==> config.mk <==
export PLATFORM = sky130hd
export DESIGN_NAME = demux_rr_scheduler_flat
export DESIGN_NICKNAME = d
export VERILOG_FILES = /design/src/rtl/demux_rr_scheduler_if.sv /design/src/rtl/demux_rr_scheduler.sv /design/src/flat_wrapper.sv
export SDC_FILE = /design/constraint.sdc
export NUM_CORES = 1
export LEC_CHECK = 0
export ABC_AREA = 1
export BUFFER_PORTS_ARGS = -buffer_cell sky130_fd_sc_hd__buf_2
export CORE_ASPECT_RATIO = 1.2
export CORE_MARGIN = 1
export CORE_UTILIZATION = 41
export CTS_CLUSTER_SIZE = 25
export DETAILED_ROUTE_END_ITERATION = 8
export PLACE_DENSITY = 0.83
export SLEW_MARGIN = 5
export SYNTH_ARGS = -nofsm -noshare
export SYNTH_HDL_FRONTEND = slang
export SYNTH_SLANG_ARGS = --single-unit
==> constraint.sdc <==
create_clock -name clk -period 1.4 [get_ports clk]
set_input_delay 0.07 -clock clk [delete_from_list [all_inputs] [get_ports clk]]
set_output_delay 0.07 -clock clk [all_outputs]
set_load 0.05 [all_outputs]
==> src/rtl/demux_rr_scheduler_if.sv <==
// demux_rr_scheduler_if: producer/consumer bus bundle for the
// round-robin demux scheduler (mask, input and output handshakes).
interface demux_rr_scheduler_if #(
  parameter int N    = 4,
  parameter int W    = 8,
  parameter int LOGN = $clog2(N)
);
  logic [N-1:0]    chanEnable;
  logic            inValid;
  logic            inReady;
  logic [W-1:0]    inData;
  logic [N-1:0]    outValid;
  logic [N-1:0]    outReady;
  logic [W-1:0]    outData;
  logic [LOGN-1:0] sel;
  logic            busy;

  modport slave (
    input  chanEnable, inValid, inData, outReady,
    output inReady, outValid, outData, sel, busy
  );

  modport master (
    output chanEnable, inValid, inData, outReady,
    input  inReady, outValid, outData, sel, busy
  );
endinterface

==> src/rtl/demux_rr_scheduler.sv <==
// demux_rr_scheduler: one input stream spread round-robin over N
// output lanes; one registered word, shared data bus, one-hot valid.
module demux_rr_scheduler #(
  parameter int N    = 4,
  parameter int W    = 8,
  parameter int LOGN = $clog2(N)
) (
  input  logic                  clk,
  input  logic                  rst_n,
  demux_rr_scheduler_if.slave   bus
);

  typedef enum logic {IDLE, HOLD} state_t;

  state_t          state_q, state_d;
  logic [LOGN-1:0] sel_q, sel_d;
  logic [LOGN-1:0] rr_q, rr_d;
  logic [W-1:0]    data_q, data_d;
  logic [LOGN-1:0] pick;
  logic [N-1:0]    out_valid;
  logic            any_en;
  logic            hold;
  logic            drain;
  logic            in_ready;
  logic            accept;

  function automatic logic [LOGN-1:0] wrap_idx(
    input logic [LOGN-1:0] base,
    input int              off
  );
    int s;
    s = int'(base) + off;
    if (s >= N) s = s - N;
    return LOGN'(s);
  endfunction

  // first enabled lane at or after rr_q, wrapping; nearest wins
  always_comb begin
    pick = rr_q;
    for (int k = N - 1; k >= 0; k--) begin
      if (bus.chanEnable[wrap_idx(rr_q, k)]) begin
        pick = wrap_idx(rr_q, k);
      end
    end
  end

  assign any_en   = |bus.chanEnable;
  assign hold     = (state_q == HOLD);
  assign drain    = hold && bus.outReady[sel_q];
  assign in_ready = rst_n && any_en && (!hold || drain);
  assign accept   = bus.inValid && in_ready;

  // next state: load on accept, release on a lone drain
  always_comb begin
    state_d = state_q;
    sel_d   = sel_q;
    rr_d    = rr_q;
    data_d  = data_q;
    if (accept) begin
      state_d = HOLD;
      data_d  = bus.inData;
      sel_d   = pick;
      rr_d    = (pick == LOGN'(N - 1)) ? '0 : pick + LOGN'(1);
    end else if (drain) begin
      state_d = IDLE;
    end
  end

  // state and datapath registers
  always_ff @(posedge clk or negedge rst_n) begin
    if (!rst_n) begin
      state_q <= IDLE;
      sel_q   <= '0;
      rr_q    <= '0;
      data_q  <= '0;
    end else begin
      state_q <= state_d;
      sel_q   <= sel_d;
      rr_q    <= rr_d;
      data_q  <= data_d;
    end
  end

  // one-hot valid decoded straight from registered state
  always_comb begin
    out_valid = '0;
    if (hold) out_valid[sel_q] = 1'b1;
  end

  assign bus.inReady  = in_ready;
  assign bus.outValid = out_valid;
  assign bus.outData  = data_q;
  assign bus.sel      = sel_q;
  assign bus.busy     = hold;

endmodule
==> src/flat_wrapper.sv <==
// flat-port wrapper written by rule: the top's interface ports become plain ports
module demux_rr_scheduler_flat 
#(
  parameter int N    = 4,
  parameter int W    = 8,
  parameter int LOGN = $clog2(N)
)
  (clk, rst_n, bus_chanEnable, bus_inValid, bus_inData, bus_outReady, bus_inReady, bus_outValid, bus_outData, bus_sel, bus_busy);
  demux_rr_scheduler_if #(.N(N), .W(W), .LOGN(LOGN)) bus_i ();
  input  logic clk;
  input  logic rst_n;
  input wire logic [$bits(bus_i.chanEnable)-1:0] bus_chanEnable;
  input wire logic [$bits(bus_i.inValid)-1:0] bus_inValid;
  input wire logic [$bits(bus_i.inData)-1:0] bus_inData;
  input wire logic [$bits(bus_i.outReady)-1:0] bus_outReady;
  output wire logic [$bits(bus_i.inReady)-1:0] bus_inReady;
  output wire logic [$bits(bus_i.outValid)-1:0] bus_outValid;
  output wire logic [$bits(bus_i.outData)-1:0] bus_outData;
  output wire logic [$bits(bus_i.sel)-1:0] bus_sel;
  output wire logic [$bits(bus_i.busy)-1:0] bus_busy;
  assign bus_i.chanEnable = bus_chanEnable;
  assign bus_i.inValid = bus_inValid;
  assign bus_i.inData = bus_inData;
  assign bus_i.outReady = bus_outReady;
  assign bus_inReady = bus_i.inReady;
  assign bus_outValid = bus_i.outValid;
  assign bus_outData = bus_i.outData;
  assign bus_sel = bus_i.sel;
  assign bus_busy = bus_i.busy;
  demux_rr_scheduler #(.N(N), .W(W), .LOGN(LOGN)) u_core (.clk(clk), .rst_n(rst_n), .bus(bus_i));
endmodule
After elaboration in Yosys (flattened, before gate mapping):

Index checks and enable logic that the tools add are counted.

* register bits after elaboration: 13
* input bits: 19
* output and inout bits: 16
* logic and storage cells: 56

* $add $sub $neg: 8
* magnitude comparators: 10
* equality and inequality tests: 1
* muxes and demuxes: 24
* reduce and logical (&&, ||, !) cells: 9

Operators by type and width (count)
* $mux W2: 9
* $lt A2 B3 Y1 const B: 5
* $bmux W1 S2: 5
* $ge A3 B3 Y1 const B: 3
* $mux W1: 8
* $sub A2 B1 Y2 const B: 4
* $add A2 B2 Y3 const B: 2
* $logic_and A1 B1 Y1: 5
* $mux W4: 1
* $reduce_or A4 Y1: 1
* $add A2 B1 Y3 const B: 1
* $ge A2 B3 Y1 const B: 1
* $add A2 B1 Y2 const B: 1
* $demux W1 S2: 1
* $eq A2 B2 Y1 const B: 1
* $ge A2 B1 Y1 const B: 1
* $reduce_bool A2 Y1: 1
* $logic_not A1 Y1: 1
* $logic_or A1 B1 Y1: 1

Longest topological paths before layout:

Gate-level depths: netlist of run 1.

* depth after elaboration: 11
* depth in mapped cells: 14
* gate-level depth less buffers: 13

Worst setup path after synthesis of run 1:

Ideal clock, no wire load.

* kind: register to output
* start point: register u_core.sel_q[0], in the netlist u_core.bus.sel[0]
* end point: output port bus_outValid[3]
* arrival time: 1.972 ns
* data required time: 1.330 ns
* path slack: -0.642 ns
* cell stages (with the launch flop): 3
* path buffers: 0
* cell sequence: dfrtp_1 > inv_1 > nor3_1

* longest elaborated chain between the ends: 5
* elaborated cells on any way between the ends: 6
* those cells by class: order compare: 2; mux: 3; reduce/logical: 1

RTL lines
* start: declaration: line demux_rr_scheduler.sv:16 `logic [LOGN-1:0] sel_q, sel_d;`
* start signal: assignment: line demux_rr_scheduler.sv:78 `sel_q <= sel_d;`
* $lt A2 B3 Y1 (implied by the code) / $ge A2 B1 Y1 (equally long branches): line demux_rr_scheduler.sv:87 `if (hold) out_valid[sel_q] = 1'b1;`
* $logic_and A1 B1 Y1 (implied by the code): line demux_rr_scheduler.sv:87
* $mux W1 (implied by the code): line demux_rr_scheduler.sv:87
* $demux W1 S2 *
* $mux W4 *: line demux_rr_scheduler.sv:87
* end: declaration: line flat_wrapper.sv:17 `output wire logic [$bits(bus_i.outValid)-1:0] bus_outValid;`

Every way passes the cells marked *; elsewhere a longest branch is shown, timed or not.

Final worst setup path of run 1:

* start point: register u_core.rr_q[0]
* end point: register u_core.rr_q[1]

* longest elaborated chain between the ends: 11
* elaborated cells on any way between the ends: 30
* those cells by class: add/sub: 8; order compare: 4; eq/ne: 1; mux: 17

RTL lines
* start: declaration: line demux_rr_scheduler.sv:17 `logic [LOGN-1:0] rr_q, rr_d;`
* start signal: assignment: line demux_rr_scheduler.sv:79 `rr_q <= rr_d;`
* $add A2 B2 Y3: line demux_rr_scheduler.sv:32 `s = int'(base) + off;`
* $ge A3 B3 Y1 / $sub A2 B1 Y2 (equally long branches): line demux_rr_scheduler.sv:33 `if (s >= N) s = s - N;`
* $mux W2: line demux_rr_scheduler.sv:33
* $bmux W1 S2: line demux_rr_scheduler.sv:41 `if (bus.chanEnable[wrap_idx(rr_q, k)]) begin`
* $mux W1 (implied by the code): line demux_rr_scheduler.sv:41
* $mux W2 (3 in series): line demux_rr_scheduler.sv:41
* $mux W2 *: line demux_rr_scheduler.sv:41
* $add A2 B1 Y2 / $eq A2 B2 Y1 (equally long branches): line demux_rr_scheduler.sv:63 `rr_d = (pick == LOGN'(N - 1)) ? '0 : pick + LOGN'(1);`
* $mux W2 *: line demux_rr_scheduler.sv:63

Every way passes the cells marked *; elsewhere a longest branch is shown, timed or not. The select of a mux whose other input is x is not followed.
A chain may end at the register's enable or synchronous reset.

==> impl_metrics.ini, run 1 <==
[timing]
hold_viol = 0
worst_pin_slew_ns = 0.253
hold_ws_ns = 0.0128
finClkSkew_ns = 0.00473
rsz0062_at_grt = true
finalSetupTns_ns = -0.341
fin_ws_ns = -0.128
finalCritPeriodShare = 1.09
timing.fmax_mhz = 654
post-route-min-period_ns = 1.53
drv_slew = 0
max_slew_margin = 0.833
finalSetupViolations = 5

[drt]
antenna_left = 0
met2_length_um = 1310
wl_met3_um = 77
vias_per_cell = 4.94
dr.pass1.iters = 5
wl_per_cell_um = 11.7
drc = 0
wl_met1_um = 895
highest_layer = met3
drtIter0Drc = 20
routed_wl_um = 2280
vias = 968

[placement]
place_congestion = 0.820
dp_hpwl_um = 1560
place_inst = 182
port_buffers = 34

[critical_path]
rr_startpoint = u_core.rr_q[0]
critPathBufInv = 1
r2r-end = u_core.rr_q[1]
required_ns = 1.56
cp_num_cells = 12
worstRegToRegCells = 12
cp-start-kind = register
critPathKind = register to register
critPathMaxFanout = 8
crit_path_end_kind = register
worst-r2r-setup-slack_ns = -0.13
cpMostUsedCell = nand2_1
max_stage_delay_ns = 0.48
path_cells = inv_4 -> nand2_1 -> nand2_2 -> nand2_2 -> nand2_1 -> nand2_1 -> nand2_1 -> nand2_1 -> nand2_1 -> nand3_1 -> nand3_2 -> nand2_1
crit_arrival_ns = 1.69
critPathSlowestCell = dfrtp_2
crit_family = simple AND/OR/NAND/NOR gates

[synth]
synth_top_area_share = 0.409
synth_commonest_cells = nand2_1, dfrtp_1, nand3_1
synth_edf_count = 0
synth_area_leaders = dfrtp_1, nand2_1, nand3_1
yosys.area.top_type = dfrtp_1
synthesis.area_sq_um = 795
syn_nets = 140
synthCells = 121
synth_most_common_cell = nand2_1
syn_area_per_cell_sq_um = 6.57
synth_ff_type = dfrtp_1
ys_warn_count = 0
ys_seq_area_frac = 0.409
synth.distinct_cells = 15
synthArstFlopShare = 1.00
ys_ff_latch = 13

[grt]
grt_pass1_wl_um = 3710
antenna_found_initial = 0
gr-usage-all-layers = 0.222
grt-ovfl-total = 0
grt_max_degree = 14
grt_pass1_vias = 947

[clocking]
cts_buffer_depth = 2
h-tree-depth = 1
cts.sinks = 13
cts_made_buffers = 3
root_buffer = clkbuf_4
clk_latency_ns = 0.26
tritoncts = built
path_clk_slew_ns = 0.07

[layout]
layout-drive-gt1-share = 0.497
nNetsFinal = 197
n_antenna_cell = 0
fin_cells = 196
syn2layout_area_growth_pct = 61.3
fin_util = 0.700

[status]
outcome = finished with violations
violations = negative setup slack

[min_path]
hp-class = input pin to register
min_to = u_core.bus.outData[1]
hp-start = bus_inData[1]
holdPathStages = 3

[flow_run]
max_cap_viol_count = 0

[die]
initial_core_util = 0.434
rows = 17
fp.dieArea_sq_mm = 0.00212
core_region_area_sq_mm = 0.00183
die_h_um = 50.2
ios = 35
die-width_um = 42.2

[power]
peakVddDrop_v = 0.00165
p_leak_nw = 0.743
power_density_mw_per_mm2 = 2590
cells in the final DEF (no fill, tap or decap):
| cell type | count |
|---|---|
| inv_1 | 9 |
| nand2_2 | 13 |
| nand3_1 | 7 |
| a31oi_1 | 1 |
| buf_2 | 30 |
| o21ai_1 | 2 |
| nand2_4 | 1 |
| inv_4 | 3 |
| nand3_2 | 6 |
| clkbuf_1 | 1 |
| o21a_1 | 2 |
| dlygate4sd3_1 | 7 |
| nand2_1 | 51 |
| dfrtp_2 | 5 |
| buf_6 | 1 |
| a21oi_2 | 1 |
| buf_8 | 1 |
| inv_2 | 4 |
| dfrtp_1 | 8 |
| buf_4 | 16 |
| nor3_2 | 4 |
| clkbuf_4 | 3 |
| nand4_1 | 1 |
registers in the layout, summed over array words and instances, names as in the netlist:
signal and flops:
u_core.bus.outData 8, u_core.bus.sel 2, u_core.rr_q 2, u_core.bus.busy 1
worst max path at each step:
stage                 startpoint             end
6_report          u_core.rr_q[0]  u_core.rr_q[1]
5_1_grt           u_core.rr_q[0]  u_core.rr_q[1]
4_1_cts           u_core.rr_q[0]  u_core.rr_q[1]
3_5_place_dp      u_core.rr_q[0]  u_core.rr_q[1]
3_3_place_gp      u_core.rr_q[0]  u_core.rr_q[1]
2_1_floorplan  u_core.bus.sel[1]  u_core.rr_q[1]
what timing repair did:
item / CTS / global route
setup endpoints to repair: 5 / 17
hold endpoints to repair: 19 / 0
gates resized for setup: 11 / 24
cloned: 0 / 0
hold buffers: 7 / 0
setup buffers: 3 / 1
pin swaps: 6 / 8
report_power, final:
part / total (mW) / internal, mW / switching [mW]
clock: 0.216 / 0.110 / 0.106
combinational: 2.38 / 0.801 / 1.57
sequential: 0.730 / 0.557 / 0.173
worst register-to-register path: cells and delay by family, from the launching register on:
family | cells | cell delay (ns)
and+or+nand+nor | 11 | 0.82
buffers and inverters | 1 | 0.12
DFF | 1 | 0.48
cell type report:
| class | instances | area [sq um] |
|---|---|---|
| clock buffer | 4 | 26.3 |
| sequential | 13 | 332 |
| fill | 145 | 548 |
| timing repair buffer | 55 | 367 |
| inverter | 16 | 67.6 |
| tap | 19 | 23.8 |
| multi-input combinational | 89 | 465 |
kinds of logic (layout without fill, tap and decap cells):
family / after synthesis / count (layout) / synth area share
flops: 13 / 13 / 0.409
simple gates: 83 / 83 / 0.431
buf+inv: 19 / 75 / 0.113
compound gates: 6 / 6 / 0.0457
through the flow:
| step | total power [mW] | setup WS [ns] | area, sq um |
|---|---|---|---|
| after floorplan | 2.18 | -0.186 | 826 |
| after global placement | 2.65 | -0.0806 | 1070 |
| after detailed placement | 2.71 | -0.175 | 1070 |
| after CTS | 3.12 | -0.0594 | 1220 |
| after global routing | 3.58 | -0.266 | 1280 |
| final | 3.32 | -0.128 | 1280 |
routing by layer:
layer,global-route usage,vias up
met5,0,-
met4,0.0573,0
met3,0.0324,0
met2,0.436,25
met1,0.243,457
li1,-,486
Power figures use the tool's default switching activity.
==> run 2: changes to the inputs <==
--- a/config.mk
+++ b/config.mk
@@ -9,10 +9,11 @@
 export BUFFER_PORTS_ARGS = -buffer_cell sky130_fd_sc_hd__buf_2
 export CORE_ASPECT_RATIO = 1.2
 export CORE_MARGIN = 1
-export CORE_UTILIZATION = 41
+export CORE_UTILIZATION = 49
 export CTS_CLUSTER_SIZE = 25
 export DETAILED_ROUTE_END_ITERATION = 8
-export PLACE_DENSITY = 0.83
+export PLACE_DENSITY = 0.91
+export REMOVE_ABC_BUFFERS = 1
 export SLEW_MARGIN = 5
 export SYNTH_ARGS = -nofsm -noshare
 export SYNTH_HDL_FRONTEND = slang
==> constraint.sdc (replaced) <==
create_clock -name clk -period 1.9 [get_ports clk]
set_input_delay 0.095 -clock clk [delete_from_list [all_inputs] [get_ports clk]]
set_output_delay 0.095 -clock clk [all_outputs]
set_load 0.05 [all_outputs]
==> run 2 against run 1 <==
  * The flow now finishes without violations
  * Combinational power is 46% lower
  * Final cell count is 11% lower
  * Sequential power is 28% lower
  * Final area down 23%
  * Clock skew is 0.0040 ns lower
  * Global-route usage up 1.4 points
  * Sequential cell count unchanged
  * Highest routed layer is now met4
==> impl_metrics.ini, run 2 (synthesis results as in run 1) <==
[placement]
port_buffers = 34
dp_hpwl_um = 1390
place_inst = 169
placed_area_sq_um = 956
place_congestion = 0.706

[grt]
grt-ovfl-total = 0
grt_pass1_wl_um = 2910
antenna_found_initial = 0
grt_pass1_vias = 784
gr-usage-all-layers = 0.236
grt_max_degree = 15

[drt]
drc = 0
routed_wl_um = 1770
wl_per_cell_um = 10.1
antenna_left = 0
vias_per_cell = 5.01
drtIter0Drc = 24
dr.pass1.iters = 4
vias = 872

[power]
p_sw_mw = 1.15
comb_power_share = 0.650
sequentialPowerShare = 0.267
clkPwrFrac = 0.083
p_leak_nw = 0.637
power_density_mw_per_mm2 = 1980
p_int_uw = 812
switching_share = 0.587
peakVddDrop_v = 0.00126

[layout]
final_cell_mix = nand2_1, buf_2, nand3_1, dfrtp_1, inv_1
postLayoutCellArea_sq_um = 992
regArea_sq_um = 325
multi_input_area_sq_um = 379
fin_util = 0.669
largest_reg_flops = 8
nNetsFinal = 177
final_common_cell = nand2_1
layout-drive-gt1-share = 0.274
syn2layout_area_growth_pct = 24.9
fin_cells = 174
n_antenna_cell = 0
fill_cells = 129

[critical_path]
crit_family = buffers and inverters
worst-r2r-setup-slack_ns = 0.33
crit_arrival_ns = 1.50
path_cells = inv_1 -> nand3_1 -> nand4_1 -> nand2_1 -> inv_2 -> buf_2
required_ns = 1.80
worstRegToRegCells = 11
critPathSlowestCell = dfrtp_1
critPathKind = register to output pin
max_stage_delay_ns = 0.44
r2r-end = u_core.rr_q[1]
crit_path_end_kind = output pin
critPathMaxFanout = 6
rr_startpoint = u_core.rr_q[0]
cp-start-kind = register
critPathBufInv = 3

[timing]
finalSetupViolations = 0
hold_viol = 0
finalCritPeriodShare = 0.839
timing.fmax_mhz = 627
rsz0062_at_grt = false
finClkSkew_ns = 0.000689
drv_slew = 0
post-route-min-period_ns = 1.59
worst_pin_slew_ns = 0.296
max_slew_margin = 0.803

[die]
core_region_area_sq_mm = 0.00148
fp.dieArea_sq_mm = 0.00179
rows = 15
initial_core_util = 0.536
ios = 35
die-width_um = 38.8
die_h_um = 46.1

[min_path]
min_to = u_core.bus.outData[0]
hp-start = bus_inData[0]
holdPathStages = 3
hp-class = input pin to register

[clocking]
cts_buffer_depth = 2
cts.sinks = 13
tritoncts = built
cts_made_buffers = 3
path_clk_slew_ns = 0.07
root_buffer = clkbuf_4
h-tree-depth = 1
clk_latency_ns = 0.27

[flow_run]
max_cap_viol_count = 0

[status]
outcome = complete, no violations
==> run 2: changes by cell type in the layout (fill, tap and decap cells not counted), sizes merged <==
cell / delta
dlygate4sd3: -6
buf: -14
==> run 2: area by class of cell <==
cell class | instances | share of cell area
inverter | 16 | 0.0605
tap | 17 | 0.0214
multi-input combinational | 89 | 0.382
sequential | 13 | 0.328
timing repair buffer | 35 | 0.182
clock buffer | 4 | 0.0265
==> run 2: worst max path at each step <==
stage | startpoint | endpoint | slack [ns] | cells past startpoint
floorplan | u_core.bus.sel[0] | bus_outValid[3] | -0.17 | 2
global placement | u_core.bus.sel[0] | u_core.rr_q[0] | 0.37 | 9
detailed placement | u_core.rr_q[0] | u_core.rr_q[1] | 0.35 | 11
CTS | rst_n | bus_inReady | 0.31 | 6
global route | u_core.rr_q[0] | u_core.rr_q[1] | 0.14 | 11
finish | u_core.bus.sel[0] | bus_inReady | 0.31 | 6
==> run 2: worst reg2reg max path, cell delays in order (launching register included) <==
cell and delay, ns:
dfrtp_1 0.50, inv_2 0.12, nand2_1 0.08, nand2_1 0.08, nand2_1 0.09, nand2_1 0.06, inv_1 0.06, nand3_1 0.09
a21oi_1 0.18, nand3_1 0.09, nand3_1 0.07, nand2_1 0.05
==> run 2: repair_timing <==
| action | CTS | global route |
|---|---|---|
| buffers inserted | 0 | 0 |
| hold buffers | 1 | 0 |
| endpoints found under the setup margin | 0 | 0 |
| gates resized for setup | 0 | 0 |
| hold endpoints to repair | 13 | 0 |
==> run 2: power by group through the flow <==
stage | sequential [mW] | clock [mW] | combinational (mW)
6_report | 0.524 | 0.164 | 1.28
5_1_grt | 0.545 | 0.181 | 1.40
4_1_cts | 0.522 | 0.169 | 1.28
3_5_place_dp | 0.522 | 0 | 1.28
3_3_place_gp | 0.517 | 0 | 1.25
2_1_floorplan | 0.872 | 0 | 0.647
==> run 2: layer usage <==
layer	wire, um	vias to the layer above	GRT usage
li1	-	444	-
met2	943	25	0.457
met3	62	2	0.0290
met4	8	0	0.0828
met1	752	401	0.255
met5	0	-	0
==> run 2: per-stage QoR <==
stage	TNS (ns)	hold WS [ns]	power [mW]	worst slack, ns
2_1_floorplan	-0.463	-0.201	1.52	-0.167
3_3_place_gp	0	-0.00349	1.77	0.368
3_5_place_dp	0	0.00312	1.80	0.354
4_1_cts	0	0.0130	1.97	0.312
5_1_grt	0	0.00913	2.13	0.142
6_report	0	0.0189	1.97	0.306
